<file path="src/rtl/fnd_scan_controller.sv">
// -----------------------------------------------------------------------------
// fnd_scan_controller
//
// Drives the 4-digit FND display path. A binary value (0..9999) is captured
// on a load strobe and converted to four BCD digits by a sequential
// double-dabble engine (one shift per clock, 14 shifts). The finished digits
// are latched into display registers. A free-running prescaler then
// time-multiplexes those digits onto the BCD-to-FND decoder.
//
// Parameters:
//   SCAN_DIV       clock cycles per digit slot (1..2^20)
//
// Ports:
//   i_clk          system clock, rising edge
//   i_reset        synchronous, active-high reset
//   i_value[13:0]  binary value to display (values above 9999 are clamped)
//   i_load         one-cycle strobe, accepted only while o_busy is low
//   o_busy         conversion in progress
//   o_overflow     last accepted value exceeded 9999
//   o_sum[3:0]     BCD nibble of the selected digit (to decoder i_sum)
//   o_digitSelect  selected digit, 0 = ones .. 3 = thousands
//   o_en           active-high blank for the selected digit (to decoder i_en)
//
// Build option:
//   FND_LEADING_ZERO_BLANK_EN  when defined, leading zero digits (never the
//                              ones digit) are blanked through o_en; when
//                              undefined, o_en is tied low.
// -----------------------------------------------------------------------------
module fnd_scan_controller #(
  parameter int SCAN_DIV = 100000
) (
  input  logic        i_clk,
  input  logic        i_reset,
  input  logic [13:0] i_value,
  input  logic        i_load,
  output logic        o_busy,
  output logic        o_overflow,
  output logic [3:0]  o_sum,
  output logic [1:0]  o_digitSelect,
  output logic        o_en
);

  localparam int                 PRESC_W    = (SCAN_DIV > 1) ? $clog2(SCAN_DIV) : 1;
  localparam logic [PRESC_W-1:0] PRESC_LAST = PRESC_W'(SCAN_DIV - 1);
  localparam logic [13:0]        BIN_MAX    = 14'd9999;
  // Iteration counter value on the 14th (final) shift.
  localparam logic [3:0]         LAST_ITER  = 4'd13;

  typedef enum logic [1:0] {
    S_IDLE  = 2'd0,
    S_SHIFT = 2'd1,
    S_DONE  = 2'd2
  } state_t;

  state_t             state_q, state_d;
  logic [13:0]        bin_q,   bin_d;
  logic [15:0]        acc_q,   acc_d;
  logic [3:0]         iter_q,  iter_d;
  logic               ovf_q,   ovf_d;
  logic [15:0]        disp_q,  disp_d;
  logic [PRESC_W-1:0] presc_q, presc_d;
  logic [1:0]         idx_q,   idx_d;
  logic               wrap;

  // Double-dabble correction: any BCD nibble of 5 or more gets +3, so that
  // the following left shift carries correctly into the next decade.
  function automatic logic [15:0] dabble_adjust(input logic [15:0] acc);
    logic [15:0] r;
    r = acc;
    for (int i = 0; i < 4; i++) begin
      if (acc[4*i +: 4] >= 4'd5) begin
        r[4*i +: 4] = acc[4*i +: 4] + 4'd3;
      end
    end
    return r;
  endfunction

  // ---------------------------------------------------------------------------
  // Conversion FSM: next state and datapath
  // ---------------------------------------------------------------------------
  always_comb begin
    state_d = state_q;
    bin_d   = bin_q;
    acc_d   = acc_q;
    iter_d  = iter_q;
    ovf_d   = ovf_q;
    disp_d  = disp_q;

    case (state_q)
      S_IDLE: begin
        if (i_load) begin
          bin_d   = (i_value > BIN_MAX) ? BIN_MAX : i_value;
          ovf_d   = (i_value > BIN_MAX);
          acc_d   = '0;
          iter_d  = '0;
          state_d = S_SHIFT;
        end
      end

      S_SHIFT: begin
        {acc_d, bin_d} = {dabble_adjust(acc_q), bin_q} << 1;
        iter_d         = iter_q + 4'd1;
        if (iter_q == LAST_ITER) begin
          state_d = S_DONE;
        end
      end

      S_DONE: begin
        // Only place the shown digits change; the previous value stays up
        // for the whole conversion.
        disp_d  = acc_q;
        state_d = S_IDLE;
      end

      default: begin
        state_d = S_IDLE;
      end
    endcase
  end

  // ---------------------------------------------------------------------------
  // Scan prescaler and digit index (free-running, independent of the FSM)
  // ---------------------------------------------------------------------------
  always_comb begin
    wrap    = (presc_q == PRESC_LAST);
    presc_d = wrap ? '0 : presc_q + PRESC_W'(1);
    idx_d   = wrap ? idx_q + 2'd1 : idx_q;
  end

  // ---------------------------------------------------------------------------
  // Registers
  // ---------------------------------------------------------------------------
  always_ff @(posedge i_clk) begin
    if (i_reset) begin
      state_q <= S_IDLE;
      ovf_q   <= 1'b0;
      disp_q  <= '0;
      presc_q <= '0;
      idx_q   <= '0;
    end else begin
      state_q <= state_d;
      ovf_q   <= ovf_d;
      disp_q  <= disp_d;
      presc_q <= presc_d;
      idx_q   <= idx_d;
    end
  end

  // Shift datapath needs no reset: it is fully reloaded on every accepted load.
  always_ff @(posedge i_clk) begin
    bin_q  <= bin_d;
    acc_q  <= acc_d;
    iter_q <= iter_d;
  end

  // ---------------------------------------------------------------------------
  // Outputs (combinational from registered state)
  // ---------------------------------------------------------------------------
  assign o_busy        = (state_q != S_IDLE);
  assign o_overflow    = ovf_q;
  assign o_digitSelect = idx_q;
  assign o_sum         = disp_q[{idx_q, 2'b00} +: 4];

`ifdef FND_LEADING_ZERO_BLANK_EN
  // Bit d is set when digits d..3 are all zero; the ones digit is never
  // blanked so a value of zero still shows a single "0".
  function automatic logic [3:0] leading_zero_mask(input logic [15:0] d);
    logic [3:0] m;
    logic       run;
    m   = '0;
    run = 1'b1;
    for (int i = 3; i >= 1; i--) begin
      run  = run & (d[4*i +: 4] == 4'd0);
      m[i] = run;
    end
    return m;
  endfunction

  logic [3:0] blank_mask;
  assign blank_mask = leading_zero_mask(disp_q);
  assign o_en       = blank_mask[idx_q];
`else
  assign o_en = 1'b0;
`endif

endmodule
</file>
<file path="config.mk">
export PLATFORM = sky130hd
export DESIGN_NAME = fnd_scan_controller
export DESIGN_NICKNAME = d
export VERILOG_FILES = /design/src/rtl/fnd_scan_controller.sv
export SDC_FILE = /design/constraint.sdc
export NUM_CORES = 1
export LEC_CHECK = 0
export BUFFER_PORTS_ARGS = -buffer_cell sky130_fd_sc_hd__buf_4
export CORE_MARGIN = 2
export CORE_UTILIZATION = 45
export DETAILED_ROUTE_END_ITERATION = 7
export PLACE_DENSITY_LB_ADDON = 0.12
export SYNTH_ARGS = -nofsm -noshare
export SYNTH_HDL_FRONTEND = slang
export SYNTH_SLANG_ARGS = --single-unit
</file>
<file path="constraint.sdc">
create_clock -name i_clk -period 2.5 [get_ports i_clk]
set_input_delay 0.375 -clock i_clk [delete_from_list [all_inputs] [get_ports i_clk]]
set_output_delay 0.375 -clock i_clk [all_outputs]
set_load 0.02 [all_outputs]
</file>
## After elaboration in Yosys (flattened, before gate mapping)

Cells that the tools add are included.

| cells by class | value |
|---|---|
| multiplexer cells | 14 |
| $add $sub $neg | 7 |
| reduce and logical (&&, ||, !) cells | 7 |
| order comparisons | 5 |
| shift-type cells | 1 |
| equal/unequal tests | 6 |

Operators with widths:

| kind | count |
|---|---|
| $pmux W16 S2 | 1 |
| $mux W14 | 2 |
| $pmux W14 S2 | 1 |
| $add A17 B1 Y17 const B | 1 |
| $eq A17 B17 Y1 const B | 1 |
| $ge A4 B3 Y1 const B | 4 |
| $mux W16 | 1 |
| $mux W4 | 4 |
| $shiftx A16 B5 Y4 | 1 |
| $gt A14 B14 Y1 const B | 1 |
| $add A4 B2 Y4 const B | 3 |
| $pmux W4 S2 | 1 |
| $reduce_and A2 Y1 | 3 |
| $add A4 B1 Y4 const B | 1 |
| $eq A4 B4 Y1 const B | 1 |
| $mux W2 | 2 |
| $ne A2 B2 Y1 const B | 2 |
| $pmux W2 S2 | 1 |
| $reduce_bool A2 Y1 | 2 |
| $add A3 B2 Y3 const B | 1 |
| $mux W3 | 1 |
| $add A2 B1 Y2 const B | 1 |
| $eq A2 B1 Y1 const B | 1 |
| $eq A2 B2 Y1 const B | 1 |
| 2 further kinds | 2 |

| word-level totals | value |
|---|---|
| flip-flop bits (word level) | 72 |
| output and inout port bits | 9 |

## Depth between registers and ports, before layout

| logic depth | value |
|---|---|
| word-level depth | 4 |
| mapped depth | 7 |

## Worst setup path before layout

Ideal clock, no wire load.

| timing | value |
|---|---|
| kind | reg-to-reg |
| start point | register state_q[0] |
| end point | register acc_q[0] (enable) |
| arrival time | 1893 ps |
| path slack | 182 ps |
| period minus slack after synthesis | 2318 ps |
| cell stages (with the launch flop) | 3 |
| setup time | 425 ps |
| cells stage by stage | dfxtp_1 > nor2_1 > nor2_1 |

| on the way | value |
|---|---|
| word-level cells in the longest chain between the ends | 3 |
| elaborated cells on any way between the ends | 5 |

Ends and longest elaborated chain:

| what | RTL line | text |
|---|---|---|
| start: declaration | 55 | `state_t state_q, state_d;` |
| start signal: assignment | 141 | `state_q <= state_d;` |
| $eq A2 B1 Y1 or $logic_not A2 Y1 (tied branches) | 89 | `case (state_q)` |
| $reduce_bool A2 Y1 (no source line) or $ne A2 B2 Y1 (tied branches) | - |  |
| $reduce_and A2 Y1 (no source line) (*) | - |  |
| end signal: assignment | 152 | `acc_q <= acc_d;` |
| end: declaration | 57 | `logic [15:0] acc_q, acc_d;` |

Mark *: on every way between the ends. The rest lies on a longest branch, timed or not.
A chain may end at the register's enable or synchronous reset.

## Worst setup path after layout

| timing | value |
|---|---|
| start point | register idx_q[0], in the netlist o_digitSelect[0] |
| end point | output port o_sum[0] |

| on the way | value |
|---|---|
| word-level cells in the longest chain between the ends | 1 |

Ends and longest elaborated chain:

| what | RTL line | text |
|---|---|---|
| start: declaration | 62 | `logic [1:0] idx_q, idx_d;` |
| start signal: assignment | 145 | `idx_q <= idx_d;` |
| $shiftx A16 B5 Y4 | 162 | `assign o_sum = disp_q[{idx_q, 2'b00} +: 4];` |
| end: declaration | 38 | `output logic [3:0] o_sum,` |

No other way between the ends.

==> impl_results.md <==
- Xor and xnor area share after synthesis: 0.0650
- Largest family of logic cells by synthesized area: simple AND/OR/NAND/NOR gates
- GRT Total Usage: 0.161
- GPL Wtd Cong: 0.810
- Min-delay src: i_load
- Leakage: 1.47 nW
- EDFF count, synth: 34
- Sequential Area: 0.00178 sq mm
- Cell Chain, Critical Path: mux4_2 > buf_4
- Peak VDD IR: 364 uV
- Commonest cells in the netlist: 57 x nand2_1, 45 x nor2_1, 38 x dfxtp_1
- Hold path depth: 4
- First-pass GRT wire length: 10.7 mm
- FP Rows: 31
- Synth Cell Area: 0.00337 sq mm
- Hold-fix buffers at CTS: 0
- Final hold vios: 0
- Hold crit path type: input pin to flop
- Worst slew pin tran: 637 ps
- CTS Buffer Depth: 2
- Area Growth Syn to Fin: 15.3%
- N_diodes: 0
- Syn nets: 371
- Slowest-stage cell, CP: dfxtp_1
- Synth async-reset ratio: 0
- Most area-hungry cell type in the Yosys netlist: edfxtp_1
- Synth Area in Compound Gates: 0.0817
- Clock Sinks: 72
- DRT Pass-1 Iters: 4
- Largest cells by area after synthesis: edfxtp_1 30%, dfxtp_1 23%, nand2_1 6.4%, nor2_1 5.0%, a21oi_1 4.6%
- Final nets: 395
- Worst-Skew Late Latency: 340 ps
- Number of global-route vias before repair: 2,353
- Fin crit share: 0.825
- Max-cap violation count: 0
- Fin Hold WS: 331 ps
- Top-count cell post-synth: nand2_1
- Worst reg-to-reg path cell count: 5
- Die H: 90.5 um
- Post-Syn Area per Cell: 9.82 sq um
- Critical R2R Launch: presc_q[0]
- Post-CTS Setup Repair Bufs: 0
- Synth warnings: 0
- Adder-cell share of the synthesized area: 0.0409
- Status: finished, final reports clean
- Crit path max fanout: 8
- Sequential element share of the synthesized area: 0.529
- WHS Endpoint: o_overflow
- Synth cell types: 37
- Via-per-instance ratio: 5.08
- Skew final: 11.4 ps
- Synth Flop Type: dfxtp_1
- RSZ-0062 raised after global routing: no
- Final setup viols: 0
- TritonCTS clock tree: yes
- Via count: 2,392
- Antenna violations before repair: 0
- Pwr Total: 2.72 mW
- Critical path required time: 2120 ps
- Core area: 0.00725 sq mm
- Dpl hpwl: 4.34 mm
- Share of the synthesized area in the top cell type: 0.303
- CP startpoint: o_digitSelect[0]
- Initial core utilization: 0.464
- I/O pins: 26
- Critical Path Start Type: flop
- ANT nets after route: 0
- Setup_tns: 0 ps
- PwrDens: 699 mW/mm^2
- H-tree depth: 3
- Pin count of the biggest net entering global routing: 24
- Total Routed Length: 6.27 mm
- Pins Over Slew Limit: 0
- CTS root buffer: clkbuf_8
- Post-cts resize count: 0
- Count of input and output buffers: 24
- Reg-to-reg endpoint: presc_q[16]
- Die Area: 0.00819 sq mm
- Layout cell share with drive strength beyond 1: 0.145
- Residual overflow from global routing: 0
- Critical Setup Path Class: flop to output port
- Reg2Reg Setup Slack: 460 ps
- Post-Place Worst Slack: 468 ps
- Initial drt markers: 64
- Min setup slack post-route: 438 ps
- Fillers: 681
- FMAX: 485 MHz
- CTS buffer count: 9
- Period minus WS final: 2060 ps
- Residual DRC: 0
- Final core occ: 0.536
- Type of element capturing the critical path: output port
- Wirelength per Cell: 13.3 um
- #FFs+latches synth: 72
- Clock transition at path regs: 80 ps
- Die extent in x: 90.5 um
- Mux contribution to synthesized area: 0.0267
- Critical Path AT: 1690 ps
- Simple-Gate Fraction of Synth Area: 0.218
- Worst slew margin: 0.575
- Area of the multi-input gates: 0.00146 sq mm
- CP peak stage delay: 600 ps
- Mapped Cells: 343
-- where the power goes --
| part | internal [mW] | switching (mW) | leakage [nW] |
|---|---|---|---|
| Combinational | 0.110 | 0.144 | 0.681 |
| Clock | 0.647 | 0.443 | 0.128 |
| Sequential | 1.32 | 0.0524 | 0.662 |
| Total | 2.08 | 0.639 | 1.47 |
-- cells by family after synthesis --
group | Yosys count
adder cells (fa/ha/maj) | 11
AO/OA/AOI/OAI | 48
AND/OR/NAND/NOR | 154
flip-flops | 72
other | 1
buffers and inverters | 28
XOR/XNOR | 25
multiplexers | 4
-- per-stage QoR --
step                      std cells  instance area [sq um]
after global routing            471                   3880
after floorplan                 343                   3370
after detailed placement        455                   3630
after CTS                       471                   3880
after global placement          455                   3630
final                           471                   3880
-- cell usage in the layout, fill, tap and decap left out, drive strengths merged, types with 2 or more instances in the layout --
master  netlist  routed
clkinv        0       2
ha           11      11
nor2b         6       6
nand3         7       7
o21ai         6       6
inv          11      12
xor2         16      16
mux4          4       4
nand2        57      57
dfxtp        38      38
nand4        12      12
nor3          3       3
a21oi        31      31
and2          2       2
buf           5      30
nor2         45      45
a22o          4       4
and4          4       4
clkbuf       12      12
nor4          4       4
edfxtp       34      34
nand2b        7       7
a211oi        4       4
xnor2         9       9
nand3b        2       2
-- worst max path at each step --
stage,end
2_1_floorplan,acc_q[0]
3_3_place_gp,presc_q[11]
3_5_place_dp,presc_q[14]
4_1_cts,o_sum[0]
5_1_grt,presc_q[9]
6_report,o_sum[0]
-- flip-flops by register name, indices dropped and copies added (netlist names) --
name           flops
acc_q             16
bin_q             14
disp_q            16
iter_q             4
o_digitSelect      2
o_overflow         1
presc_q           17
state_q            2
-- worst max-delay path, delay by kind of cell, from the launching register on --
family / cells / cell delay, ps
buf+inv: 1 / 170
flops: 1 / 600
mux: 1 / 570
-- layer usage --
layer	up-vias	wire, um	part of all wire	global-route usage
met2	29	3020	0.48	0.270
met5	-	0	0	0
met1	1128	3010	0.48	0.202
met4	0	86	0.014	0.0705
met3	7	159	0.025	0.0301
li1	1228	-	-	-
-- final cells by class --
| cell class | instances | area share |
|---|---|---|
| clock buffer | 12 | 0.0512 |
| clock inverter | 4 | 0.0135 |
| inverter | 11 | 0.0106 |
| multi-input combinational | 243 | 0.376 |
| sequential | 72 | 0.459 |
| tap | 99 | 0.0319 |
| timing repair buffer | 30 | 0.0580 |
No activity file was read; power rests on OpenSTA's default activity.
